<file path="config.mk">
export PLATFORM = sky130hd
export DESIGN_NAME = nibble_pack_stream
export DESIGN_NICKNAME = d
export VERILOG_FILES = /design/src/rtl/nibble_pack_stream.sv
export SDC_FILE = /design/constraint.sdc
export NUM_CORES = 1
export LEC_CHECK = 0
export ABC_AREA = 1
export BUFFER_PORTS_ARGS = -buffer_cell sky130_fd_sc_hd__buf_2
export CORE_ASPECT_RATIO = 1.2
export CORE_MARGIN = 2
export CORE_UTILIZATION = 53
export CTS_CLUSTER_DIAMETER = 80
export CTS_CLUSTER_SIZE = 14
export DETAILED_ROUTE_END_ITERATION = 12
export HOLD_SLACK_MARGIN = 0.08
export PLACE_DENSITY = 0.78
export SLEW_MARGIN = 20
export SYNTH_ARGS = -nofsm -noshare
export SYNTH_HDL_FRONTEND = slang
export SYNTH_SLANG_ARGS = --single-unit
</file>
<file path="constraint.sdc">
create_clock -name clk -period 2.1 [get_ports clk]
set_input_delay 0.105 -clock clk [delete_from_list [all_inputs] [get_ports clk]]
set_output_delay 0.105 -clock clk [all_outputs]
set_load 0.01 [all_outputs]
</file>
<file path="src/rtl/nibble_pack_stream.sv">
// Packs selected nibbles of a byte stream into output bytes through a small output FIFO.
// Define NIBBLE_PACK_PARITY_EN to add a per-entry even-parity output (out_parity).
module nibble_pack_stream #(
    parameter int OUT_DEPTH = 2,
    parameter bit MSB_FIRST = 1'b1
) (
    input  logic                        clk,
    input  logic                        rst_n,
    input  logic                        in_valid,
    output logic                        in_ready,
    input  logic [7:0]                  in_data,
    input  logic                        sel_hi,
    input  logic                        flush,
    output logic                        out_valid,
    input  logic                        out_ready,
    output logic [7:0]                  out_data,
    output logic                        out_partial,
`ifdef NIBBLE_PACK_PARITY_EN
    output logic                        out_parity,
`endif
    output logic [$clog2(OUT_DEPTH):0]  count
);

    localparam int AW = $clog2(OUT_DEPTH);
    localparam int CW = AW + 1;

    typedef enum logic {EMPTY = 1'b0, HALF = 1'b1} state_t;

    state_t          state_q, state_d;
    logic [3:0]      hold_q, hold_d;
    logic [AW-1:0]   wr_ptr_q, wr_ptr_d;
    logic [AW-1:0]   rd_ptr_q, rd_ptr_d;
    logic [CW-1:0]   count_q, count_d;
    logic [7:0]      mem_data_q [OUT_DEPTH];
    logic            mem_part_q [OUT_DEPTH];
`ifdef NIBBLE_PACK_PARITY_EN
    logic            mem_par_q  [OUT_DEPTH];
`endif

    logic            accept;
    logic            pop;
    logic            push;
    logic [7:0]      push_data;
    logic            push_part;
    logic [3:0]      nib;

    assign in_ready  = (count_q != CW'(OUT_DEPTH));
    assign out_valid = (count_q != '0);
    assign accept    = in_valid & in_ready;
    assign pop       = out_valid & out_ready;
    assign nib       = sel_hi ? in_data[7:4] : in_data[3:0];
    assign count     = count_q;

    assign out_data    = out_valid ? mem_data_q[rd_ptr_q] : 8'h00;
    assign out_partial = out_valid ? mem_part_q[rd_ptr_q] : 1'b0;
`ifdef NIBBLE_PACK_PARITY_EN
    assign out_parity  = out_valid ? mem_par_q[rd_ptr_q] : 1'b0;
`endif

    // Packing FSM; a flush can only complete a partial byte when the FIFO has room.
    always_comb begin
        state_d   = state_q;
        hold_d    = hold_q;
        push      = 1'b0;
        push_data = 8'h00;
        push_part = 1'b0;
        case (state_q)
            EMPTY: begin
                if (accept) begin
                    hold_d  = nib;
                    state_d = HALF;
                end
            end
            HALF: begin
                if (accept) begin
                    push      = 1'b1;
                    push_data = MSB_FIRST ? {hold_q, nib} : {nib, hold_q};
                    state_d   = EMPTY;
                end else if (flush && in_ready) begin
                    push      = 1'b1;
                    push_data = MSB_FIRST ? {hold_q, 4'h0} : {4'h0, hold_q};
                    push_part = 1'b1;
                    state_d   = EMPTY;
                end
            end
            default: state_d = EMPTY;
        endcase
    end

    always_comb begin
        wr_ptr_d = push ? wr_ptr_q + AW'(1) : wr_ptr_q;
        rd_ptr_d = pop  ? rd_ptr_q + AW'(1) : rd_ptr_q;
        count_d  = count_q + CW'(push) - CW'(pop);
    end

    always_ff @(posedge clk or negedge rst_n) begin
        if (!rst_n) begin
            state_q  <= EMPTY;
            hold_q   <= 4'h0;
            wr_ptr_q <= '0;
            rd_ptr_q <= '0;
            count_q  <= '0;
            for (int i = 0; i < OUT_DEPTH; i++) begin
                mem_data_q[i] <= 8'h00;
                mem_part_q[i] <= 1'b0;
`ifdef NIBBLE_PACK_PARITY_EN
                mem_par_q[i]  <= 1'b0;
`endif
            end
        end else begin
            state_q  <= state_d;
            hold_q   <= hold_d;
            wr_ptr_q <= wr_ptr_d;
            rd_ptr_q <= rd_ptr_d;
            count_q  <= count_d;
            if (push) begin
                mem_data_q[wr_ptr_q] <= push_data;
                mem_part_q[wr_ptr_q] <= push_part;
`ifdef NIBBLE_PACK_PARITY_EN
                mem_par_q[wr_ptr_q]  <= ^push_data;
`endif
            end
        end
    end

endmodule

</file>
==> results.md <==
CTS:
- The count of clock tree sinks is 27.
- The CTS tree is done.
- After clock tree synthesis, the clock-pin slew on the worst setup and hold paths is 140 ps.
- The cell at the root of the clock tree is clkbuf_4.
- CTS built an H-tree with a depth of 1.
- The longest clock path from root to sink contains 2 buffers.
- The clock insertion delay at the later pin of the skew report is between 300 and 400 ps.
- Buffers inserted during clock tree synthesis total 3.

Timing:
- In the finished design, the share of the clock period the worst path needs comes to between 80% and 90%.
- The maximum clock skew at final layout is roughly 3 ps.
- The number of pins exceeding their max-slew limit in the final report is 0.
- For the pin with the worst max-slew slack, the measured transition is ~590 ps.
- Subtracting the final worst setup slack from the clock period gives about 1800 ps.
- In the post-route analysis, the smallest setup slack over all paths is 270.8 ps.
- Setup violations remaining at the end of the flow were counted as 0.
- The final number of hold-violating endpoints came to 0.
- Headroom to the max-slew limit came out at 60.81%.
- After routing, the total negative slack on setup checks comes to 0 ps.
- Setup repair after global routing left no endpoint under its margin.
- Timing would allow up to 0.5467 GHz.

Global route:
- The first global-routing pass estimated between 5 and 6 mm of wire.
- The number of antenna violations at the first check in global routing is 0.
- For this run the aggregate overflow at the end of global routing stands at 0.
- The number of global-route vias before repair came to 1,169.
- Entering global routing, the biggest net connects 28 pins.
- The global-route usage over all layers is 22.20%.

Detailed routing:
- The mean number of vias per cell is 5.078.
- The post-route antenna net violation count is 0.
- The routed wire length is 2.707 mm.
- The top metal layer carrying routed signals is met4.
- The number of iterations in the first detailed-routing pass is 4.
- For this block, the via count after detailed routing is 1,168.
- After detailed routing, the met2 layer carries ~1.3 mm of wire.
- In this run, the number of DRC markers left after iteration 0 of detailed routing was 48.
- Summed over all nets, wire length on met3 after detailed routing comes to about 110 um.
- After detailed routing, the wire length on met1 is 1.242 mm.
- After detailed routing, the average wire length per cell comes to 11.77 um.
- In the routed design, unresolved DRC markers number 0.

Floorplan:
- The area of the die is 2902 sq um.
- The boundary pin count is 27.
- From bottom edge to top edge, the die measures approximately 60 um.
- The initial core utilization is between 50 and 60%.
- The floorplan has 19 rows.
- The core region is 2330 sq um.
- The horizontal extent of the die is 49.52 um.

Finish:
- The number of antenna cells inserted is 0.
- The proportion of layout cells with a drive suffix above 1 is between 15 and 20%.
- After the last flow step, the layout net total stands at 215.
- The area growth from synthesis to final layout is 15.10%.

Synth:
- The fraction of the yosys area taken by sequential cells is 51.28%.
- When the netlist entered floorplanning its net count stood at approximately 190.
- The post-synthesis instance area is ~1300 sq um.
- Synthesis instantiated 17 different standard cells from the library.
- After synthesis, the mean cell area works out to 7.750 sq um.
- The synthesized flop and latch total is 27.
- For this run, the number of Yosys warnings is 0.
- Counting every instance in the synthesized netlist gives 170.

Placed design:
- Routability-driven placement finished with a final weighted congestion of 0.8276.
- In this run the tool buffered the top-level ports with 26 buffer cells.
- The worst-case setup slack after placement is 306.6 ps.
- The HPWL after detailed placement is 2.062 mm.

Power:
- For this design the total switching power over the nets is roughly 0.00096 W.
- The maximum resistive drop on vdd is 0.0009278 V.
- Net switching is 44.68% of the power.
- Power spread over the standard cell area amounts to ~1400 nW/um^2.
- In this run, the combinational gates consume a little under half of the power.
- The leakage power is approximately 0.85 nW.
- The internal power component is roughly 0.0012 W.
- The sequential cell fraction of total power is 41.9%.
- Per report_power, the clock group accounts for 10.5% of the total.

Outcome:
- The run finished with clean final reports.

Setup path:
- The endpoint kind of the worst setup timing path is a flop.
- STA classifies the critical path startpoint as a flop.
- The class of the most critical setup path is flop to flop.
- At the worst endpoint, the arrival time is 2060 ps.
- The largest fanout of any net on the critical path is 11.
- At the worst endpoint, the required time is 2330 ps.

Run:
- Max-cap violations in this run came to 0.

Worst hold path:
- The worst hold path belongs to the class primary input to flop.
stage by stage:
| step | cell area (sq um) | utilization (%) | std cells | power [W] | hold slack [ps] |
|---|---|---|---|---|---|
| finish | 1516 | 65.09 | 230 | 0.002148 | 97.67 |
| global route | 1516 | 65.09 | 230 | 0.002348 | 113.4 |
| CTS | 1516 | 65.09 | 230 | 0.002165 | 97.06 |
| detailed placement | 1480 | 63.53 | 225 | 0.001945 | 144.3 |
| global placement | 1480 | 63.53 | 225 | 0.001887 | 131.7 |
| floorplan | 1318 | - | 170 | 0.001610 | -190.6 |
per-layer routing:
| metal | vias up | GRT usage, % |
|---|---|---|
| li1 | 600 | - |
| met5 | - | 0 |
| met2 | 28 | 38.61 |
| met1 | 538 | 29.68 |
| met4 | 0 | 7.937 |
| met3 | 2 | 1.523 |
cells in the mapped netlist:
library cell,instances,area [sq um]
nand2_1,76,285.3
xor2_1,2,17.52
nand2_8,1,20.02
clkbuf_1,2,7.510
nand3_1,20,100.1
inv_1,9,33.78
nor2_1,4,15.01
buf_6,1,11.26
o21ai_0,10,50.05
dfrtp_1,27,675.7
clkinv_1,1,3.750
inv_2,1,3.750
ha_1,1,12.51
o211ai_1,1,7.510
nand2_2,3,18.77
buf_2,2,10.01
a21oi_1,9,45.04
final timing paths:
| path | from | endpoint | slack, ps | cells after the start |
|---|---|---|---|---|
| worst min-delay path | in_valid | mem_part_q[0]$_DFFE_PN0P_ | 100 | 4 |
| worst max register to register | count[0]$_DFF_PN0_ | count[1]$_DFF_PN0_ | 270 | 11 |
| max in group asynchronous | rst_n | hold_q[0]$_DFFE_PN0P_ | 1410 | 2 |
| min in group asynchronous | rst_n | mem_data_q[7]$_DFFE_PN0P_ | 300 | 2 |
| worst min register to register | mem_data_q[5]$_DFFE_PN0P_ | mem_data_q[5]$_DFFE_PN0P_ | 490 | 2 |
| worst max-delay path | count[0]$_DFF_PN0_ | count[1]$_DFF_PN0_ | 270 | 11 |
power by group through the flow:
stage / Combinational [W] / Clock [W] / Sequential [W]
global placement: 0.000996 / 0 / 0.000891
finish: 0.00102 / 0.000225 / 0.000899
detailed placement: 0.00104 / 0 / 0.000908
CTS: 0.00104 / 0.000229 / 0.000896
floorplan: 0.000728 / 0 / 0.000882
global route: 0.00117 / 0.000244 / 0.000930
cell families after synthesis:
kind of cell	count (synthesis)	synth area share, %
and+or+nand+nor	104	33.33
xor gates and xnor gates	2	1.330
AOI/OAI and AO/OA	20	7.787
adders and majority gates	1	0.9495
buffers and inverters	16	5.318
DFF	27	51.28
repair_timing:
action / in CTS / in global routing
endpoints found under the hold margin: 27 / 0
setup buffers: 0 / 0
hold buffers: 1 / 0
gates resized for setup: 0 / 0
critical path, cell delays in order (launching register included):
cell and delay, ps:
dfrtp_1 430, inv_1 70, nand2_2 110, nand3_1 120, nand2_2 240, o21ai_0 130, nand2_1 80, ha_1 150
xor2_1 210, inv_1 70, nand3_1 80, nand2_1 50
flip-flops by register name, indices dropped and copies added (netlist names):
register / flops
mem_data_q: 16
hold_q: 4
count: 2
mem_part_q: 2
rd_ptr_q: 1
state_q: 1
wr_ptr_q: 1
cell usage in the layout, fill, tap and decap left out, types with 2 or more instances in the layout:
cell type / synthesis / final
nand3_1: 20 / 20
inv_1: 9 / 9
buf_4: 0 / 3
a21oi_1: 9 / 9
buf_2: 2 / 26
nor2_1: 4 / 4
dfrtp_1: 27 / 27
clkbuf_4: 0 / 3
o21ai_0: 10 / 10
xor2_1: 2 / 2
nand2_2: 3 / 3
nand2_1: 76 / 76
cell type report:
type	instances	area, sq um
Fill cell	224	813.3
Tap cell	31	38.79
Sequential cell	27	675.6
Clock buffer	4	26.28
Multi-Input combinational cell	127	571.8
Timing Repair Buffer	30	162.7
Inverter	11	41.29
Power figures use the tool's default switching activity.
